<file path="src/rtl/dmem_arbiter_pkg.sv">
// Shared types and constants for the two-port data-memory arbiter.
// Imported by rr_arb2 and dmem_arbiter.
package dmem_arb_pkg;

    typedef enum logic [1:0] {
        IDLE   = 2'd0,
        ACCESS = 2'd1,
        RESP   = 2'd2
    } state_t;

    typedef logic port_t;

    localparam port_t PORT_CPU = 1'b0;
    localparam port_t PORT_DBG = 1'b1;

    localparam int WORD_BYTES = 8;
    localparam int WORD_SHIFT = 3;

    // The port that is not p; used to rotate the priority pointer.
    function automatic port_t other_port(input port_t p);
        return (p == PORT_CPU) ? PORT_DBG : PORT_CPU;
    endfunction

endpackage

</file>
<file path="src/rtl/dmem_arbiter_rr_arb2.sv">
// Combinational two-way round-robin picker.
// The pointer port wins a tie; a lone requester always wins.
module rr_arb2
    import dmem_arb_pkg::*;
(
    input  logic [1:0] req,
    input  port_t      ptr,
    output logic [1:0] gnt,
    output port_t      winner
);

    // Grant the pointer port on a tie, otherwise whichever port asks.
    always_comb begin
        gnt[0] = req[0] & ((ptr == PORT_CPU) | ~req[1]);
        gnt[1] = req[1] & ((ptr == PORT_DBG) | ~req[0]);
        if (gnt[1]) begin
            winner = PORT_DBG;
        end else begin
            winner = PORT_CPU;
        end
    end

endmodule

</file>
<file path="src/rtl/dmem_arbiter.sv">
// Two-port arbiter/sequencer in front of the single-ported 64-bit data
// memory. CPU (port 0) and debug/DMA (port 1) share the memory with a
// round-robin grant; each access holds the strobe for LAT cycles and then
// returns a one-cycle RVALID pulse.
// Optional build macro: DMEM_ARB_ALIGN_CHK_EN enables misalignment errors.
module dmem_arbiter
    import dmem_arb_pkg::*;
#(
    parameter int AW  = 5,
    parameter int LAT = 1
) (
    input  logic          CLK,
    input  logic          RST_N,
    input  logic          CPU_REQ,
    input  logic          CPU_WE,
    input  logic [63:0]   CPU_ADDR,
    input  logic [63:0]   CPU_WDATA,
    output logic          CPU_GNT,
    output logic          CPU_RVALID,
    output logic [63:0]   CPU_RDATA,
    output logic          CPU_ERR,
    input  logic          DBG_REQ,
    input  logic          DBG_WE,
    input  logic [63:0]   DBG_ADDR,
    input  logic [63:0]   DBG_WDATA,
    output logic          DBG_GNT,
    output logic          DBG_RVALID,
    output logic [63:0]   DBG_RDATA,
    output logic          DBG_ERR,
    output logic          MEM_READ,
    output logic          MEM_WRITE,
    output logic [AW-1:0] MEM_ADDR,
    output logic [63:0]   MEM_WR_DATA,
    input  logic [63:0]   MEM_RD_DATA
);

    localparam int CW = (LAT > 1) ? $clog2(LAT) : 1;
    localparam logic [CW-1:0] CNT_LOAD = CW'(LAT - 1);

    state_t        state_q, state_d;
    port_t         owner_q, owner_d;
    port_t         ptr_q, ptr_d;
    logic          we_q, we_d;
    logic [AW-1:0] addr_q, addr_d;
    logic [63:0]   wdata_q, wdata_d;
    logic [CW-1:0] cnt_q, cnt_d;
    logic          err_q, err_d;
    logic [63:0]   cpu_rdata_q, cpu_rdata_d;
    logic [63:0]   dbg_rdata_q, dbg_rdata_d;

    logic [1:0]    arb_gnt_s;
    logic [1:0]    gnt_s;
    port_t         winner_s;
    logic          win_we_s;
    logic [63:0]   win_addr_s;
    logic [63:0]   win_wdata_s;
    logic          misalign_s;
    logic          unused_s;

    rr_arb2 u_rr_arb2 (
        .req    ({DBG_REQ, CPU_REQ}),
        .ptr    (ptr_q),
        .gnt    (arb_gnt_s),
        .winner (winner_s)
    );

    // Grants only exist in IDLE and never while reset is asserted.
    always_comb begin
        if (state_q == IDLE) begin
            gnt_s = arb_gnt_s & {2{RST_N}};
        end else begin
            gnt_s = 2'b00;
        end
    end

    // Select the winning port's request fields for latching.
    always_comb begin
        if (winner_s == PORT_DBG) begin
            win_we_s    = DBG_WE;
            win_addr_s  = DBG_ADDR;
            win_wdata_s = DBG_WDATA;
        end else begin
            win_we_s    = CPU_WE;
            win_addr_s  = CPU_ADDR;
            win_wdata_s = CPU_WDATA;
        end
    end

`ifdef DMEM_ARB_ALIGN_CHK_EN
    assign misalign_s = (win_addr_s[WORD_SHIFT-1:0] != 3'b000);
`else
    assign misalign_s = 1'b0;
`endif

    // Address bits outside the word index are intentionally ignored.
    assign unused_s = ^{win_addr_s[63:AW+WORD_SHIFT], win_addr_s[WORD_SHIFT-1:0], err_q};

    // Next-state logic: grant/latch in IDLE, count down in ACCESS, rotate in RESP.
    always_comb begin
        state_d     = state_q;
        owner_d     = owner_q;
        ptr_d       = ptr_q;
        we_d        = we_q;
        addr_d      = addr_q;
        wdata_d     = wdata_q;
        cnt_d       = cnt_q;
        err_d       = err_q;
        cpu_rdata_d = cpu_rdata_q;
        dbg_rdata_d = dbg_rdata_q;
        case (state_q)
            IDLE: begin
                if (gnt_s != 2'b00) begin
                    owner_d = winner_s;
                    we_d    = win_we_s;
                    addr_d  = win_addr_s[AW+WORD_SHIFT-1:WORD_SHIFT];
                    wdata_d = win_wdata_s;
                    cnt_d   = CNT_LOAD;
                    err_d   = misalign_s;
                    if (misalign_s) begin
                        // Misaligned: skip the memory and answer with zero data.
                        state_d = RESP;
                        if (winner_s == PORT_DBG) begin
                            dbg_rdata_d = 64'd0;
                        end else begin
                            cpu_rdata_d = 64'd0;
                        end
                    end else begin
                        state_d = ACCESS;
                    end
                end else begin
                    state_d = IDLE;
                end
            end
            ACCESS: begin
                if (cnt_q == {CW{1'b0}}) begin
                    state_d = RESP;
                    if (!we_q) begin
                        if (owner_q == PORT_DBG) begin
                            dbg_rdata_d = MEM_RD_DATA;
                        end else begin
                            cpu_rdata_d = MEM_RD_DATA;
                        end
                    end else begin
                        cpu_rdata_d = cpu_rdata_q;
                    end
                end else begin
                    cnt_d = cnt_q - CW'(1);
                end
            end
            RESP: begin
                ptr_d   = other_port(owner_q);
                state_d = IDLE;
            end
            default: begin
                state_d = IDLE;
            end
        endcase
    end

    // State and datapath registers; reset abandons any transaction in flight.
    always_ff @(posedge CLK or negedge RST_N) begin
        if (!RST_N) begin
            state_q     <= IDLE;
            owner_q     <= PORT_CPU;
            ptr_q       <= PORT_CPU;
            we_q        <= 1'b0;
            addr_q      <= {AW{1'b0}};
            wdata_q     <= 64'd0;
            cnt_q       <= {CW{1'b0}};
            err_q       <= 1'b0;
            cpu_rdata_q <= 64'd0;
            dbg_rdata_q <= 64'd0;
        end else begin
            state_q     <= state_d;
            owner_q     <= owner_d;
            ptr_q       <= ptr_d;
            we_q        <= we_d;
            addr_q      <= addr_d;
            wdata_q     <= wdata_d;
            cnt_q       <= cnt_d;
            err_q       <= err_d;
            cpu_rdata_q <= cpu_rdata_d;
            dbg_rdata_q <= dbg_rdata_d;
        end
    end

    // Output decode from the registered state so reset drops strobes at once.
    always_comb begin
        CPU_GNT    = gnt_s[0];
        DBG_GNT    = gnt_s[1];
        CPU_RVALID = 1'b0;
        DBG_RVALID = 1'b0;
        MEM_READ   = 1'b0;
        MEM_WRITE  = 1'b0;
        case (state_q)
            ACCESS: begin
                MEM_READ  = ~we_q;
                MEM_WRITE = we_q;
            end
            RESP: begin
                CPU_RVALID = (owner_q == PORT_CPU);
                DBG_RVALID = (owner_q == PORT_DBG);
            end
            default: begin
                MEM_READ  = 1'b0;
                MEM_WRITE = 1'b0;
            end
        endcase
`ifdef DMEM_ARB_ALIGN_CHK_EN
        CPU_ERR = CPU_RVALID & err_q;
        DBG_ERR = DBG_RVALID & err_q;
`else
        CPU_ERR = 1'b0;
        DBG_ERR = 1'b0;
`endif
    end

    assign MEM_ADDR    = addr_q;
    assign MEM_WR_DATA = wdata_q;
    assign CPU_RDATA   = cpu_rdata_q;
    assign DBG_RDATA   = dbg_rdata_q;

endmodule

</file>
<file path="config.mk">
export PLATFORM = sky130hd
export DESIGN_NAME = dmem_arbiter
export DESIGN_NICKNAME = d
export VERILOG_FILES = /design/src/rtl/dmem_arbiter_pkg.sv /design/src/rtl/dmem_arbiter_rr_arb2.sv /design/src/rtl/dmem_arbiter.sv
export SDC_FILE = /design/constraint.sdc
export NUM_CORES = 1
export LEC_CHECK = 0
export ABC_AREA = 1
export CORE_AREA = 2 2 207 209
export CTS_CLUSTER_SIZE = 28
export DETAILED_ROUTE_END_ITERATION = 12
export DIE_AREA = 0 0 209 211
export PLACE_DENSITY = 0.55
export SYNTH_ARGS = -nofsm -noshare
export SYNTH_HDL_FRONTEND = slang
export SYNTH_SLANG_ARGS = --single-unit
</file>
<file path="constraint.sdc">
create_clock -name CLK -period 1.3 [get_ports CLK]
set_clock_uncertainty 0.05 [all_clocks]
set_input_delay 0.195 -clock CLK [delete_from_list [all_inputs] [get_ports CLK]]
set_output_delay 0.195 -clock CLK [all_outputs]
set_load 0.02 [all_outputs]
</file>
==> flow_metrics.py <==
metrics = {
    "status": {
        "status": "complete, but fails checks",
        "violations": "negative setup slack",
    },
    "synth": {
        "ys_types": 20,
        "syn-cell-area_mm2": 0.008745,
        "ys_seq_area_share_pct": 57.81,
        "ys_ff_latch": 202,
        "syn_area_per_cell_um2": 8.449,
        "postSynthCellCount": 1035,
        "yosys_warnings": 0,
    },
    "clock_network": {
        "max-clock-path-buffers": 3,
        "cts_tree": "yes",
        "root_buffer": "clkbuf_16",
        "cts.sinks": 202,
        "cts.htree.levels": 1,
        "clk_pin_slew_ns": 0.06,
        "cts_buffers": 25,
        "clkLatencyLatePin_ns": 0.53,
    },
    "global_routing": {
        "track_usage_pct": 15.23,
        "grt_pass1_wl_um": 51640,
        "grt_max_degree": 117,
        "overflow": 0,
        "antenna_found_initial": 0,
        "grt_pass1_vias": 8856,
    },
    "critical_path": {
        "cp_max_fo": 5,
        "reg2regPathDepth": 9,
        "r2r-start": "state_q[1]",
        "cp.required_ns": 1.05,
        "arrival_ns": 1.44,
        "critPathKind": "reg -> out",
        "r2r_slack_ns": -0.36,
        "r2r_end": "MEM_WR_DATA[52]",
        "critPathLaunchType": "flip-flop",
        "cp-end-kind": "output pin",
    },
    "cells_and_area": {
        "final_net_count": 1850,
        "n_fill_cell": 4253,
        "stdcell_count": 2078,
        "register_area_mm2": 0.005056,
        "final_common_cell": "nand2_1",
        "multi_input_area_mm2": 0.003547,
        "drive_above_1_share_pct": 33.27,
        "area_delta_synth_final_pct": 86.45,
        "diodes": 0,
        "fin_area_mm2": 0.01630,
        "final_cell_mix": "nand2_1, buf_6, clkdlybuf4s50_1",
    },
    "worst_hold_path": {
        "hp-start": "MEM_RD_DATA[57]",
        "min_to": "DBG_RDATA[57]",
        "hold_path_depth": 3,
        "hold_class": "in -> reg",
    },
    "place": {
        "dp.cells": 1955,
        "io_buffers": 410,
        "placed_area_mm2": 0.01352,
        "place.gp.congestion": 0.8370,
        "dp_hpwl_um": 21570,
    },
    "floorplan": {
        "core-area_mm2": 0.04176,
        "initial_utilization_pct": 20.94,
        "die_y_um": 211,
        "fp-row-count": 75,
        "pin_count": 531,
        "fp.dieW_um": 209,
        "dieArea_mm2": 0.04410,
    },
    "pwr": {
        "p_leak_uw": 0.008235,
        "powerDensity_mw_per_mm2": 2459,
        "ir_worst_vdd_v": 0.0008460,
    },
    "route": {
        "initialDrtViolationCount": 375,
        "postRouteAntennaNets": 0,
        "drt_pre_antenna_iters": 4,
        "routed_wirelength_um": 35300,
        "drc_errors": 0,
        "via_per_inst": 4.153,
        "via_count": 8630,
        "wire_per_inst_um": 16.99,
    },
    "timing": {
        "rsz0062_at_grt": "true",
        "fin_crit_ns": 1.683,
        "period_share_pct": 129.4,
        "finalSetupViolations": 327,
        "max_slew_margin_pct": 55.12,
        "setup_ws_ns": -0.3828,
        "tightestPinTransition_ns": 0.6732,
        "max_clock_freq_mhz": 594.3,
        "hold_viol": 0,
        "finalMaxSlewViolations": 0,
    },
    "flow_run": {
        "maxCapViolCount": 0,
    },
}
-- state kept, by name, indices dropped and copies added, names as in the netlist --
signal and count:
ptr_q 1, state_q 2, MEM_WR_DATA 64, owner_q 1, CPU_RDATA 64, DBG_RDATA 64
we_q 1, MEM_ADDR 5
-- per-stage QoR --
stage	total power [µW]	setup TNS [ns]	setup WS, ns	utilization, %	hold WS [ns]
final	40100	-54.67	-0.3828	39.04	0.1835
after global routing	42560	-77.86	-0.4498	39.04	0.1720
after CTS	39670	-60.38	-0.4178	37.81	0.1486
after detailed placement	28710	-62.16	-0.6281	32.38	0.3856
after global placement	28520	-57.91	-0.6352	32.38	0.3962
after floorplan	19750	-10.93	-0.09331	-	-0.1506
-- power by group --
group / total, µW / switching, µW / leakage (µW) / internal (µW)
logic: 21400 / 10600 / 0.00537 / 10800
clock network: 6850 / 2720 / 0.000390 / 4130
registers: 11800 / 2420 / 0.00248 / 9400
-- cell usage after synthesis --
master,count,area [µm²]
a21oi_1,2,10.01
buf_2,7,35.03
buf_4,12,90.09
buf_6,25,281.5
clkbuf_1,21,78.83
conb_1,1,3.750
dfrtp_1,202,5055
inv_1,69,259.0
inv_2,1,3.750
nand2_1,487,1828
nand2_2,1,6.260
nand2_4,2,22.52
nand3_1,70,350.3
nor2_1,3,11.26
nor2_2,1,6.260
nor3_4,1,16.27
nor3b_1,1,7.510
o21ai_0,1,5.000
o21ai_1,119,595.6
o21ai_2,9,78.83
-- critical path, stage by stage (launching register included) --
cell and delay [ns]:
dfrtp_2 0.45, nor2_4 0.20, nand2_4 0.08, inv_2 0.06
buf_6 0.11
-- cell type report --
class | instances | share of cell area, %
Clock inverter | 9 | 0.6369
Tap cell | 539 | 4.136
Inverter | 70 | 1.642
Clock buffer | 33 | 4.267
Multi-Input combinational cell | 700 | 21.76
Timing Repair Buffer | 525 | 36.55
Sequential cell | 202 | 31.01
-- logic make-up (layout without fill, tap and decap cells) --
| family | after synthesis | after routing | share of synthesized area [%] |
|---|---|---|---|
| buffers and inverters | 135 | 637 | 8.556 |
| DFF | 202 | 202 | 57.81 |
| and+or+nand+nor | 566 | 567 | 25.71 |
| other | 1 | 2 | 0.04288 |
| AOI/OAI and AO/OA | 131 | 131 | 7.884 |
-- how the worst max path moves through the flow --
stage / startpoint / to / slack (ns)
2_1_floorplan: we_q / CPU_RDATA[57] / -0.09
3_3_place_gp: CPU_REQ / CPU_GNT / -0.64
3_5_place_dp: CPU_REQ / CPU_GNT / -0.63
4_1_cts: state_q[0] / DBG_RVALID / -0.42
5_1_grt: state_q[0] / CPU_RVALID / -0.45
6_report: state_q[1] / CPU_GNT / -0.38
-- layer usage --
layer,up-vias,global-route usage (%),wire length [µm]
met1,3981,17.35,13880
met3,67,5.308,3031
li1,4206,-,-
met4,0,6.478,1485
met5,-,0,0
met2,376,25.95,16910
-- timing repair --
item | CTS | global route
setup endpoints to repair | 403 | 403
resized for setup | 1290 | 130
buffers inserted | 54 | 9
hold endpoints to repair | 202 | 0
pin swaps | 9 | 45
gates cloned | 20 | 6
hold buffers | 1 | 0
Power figures use the tool's default switching activity.
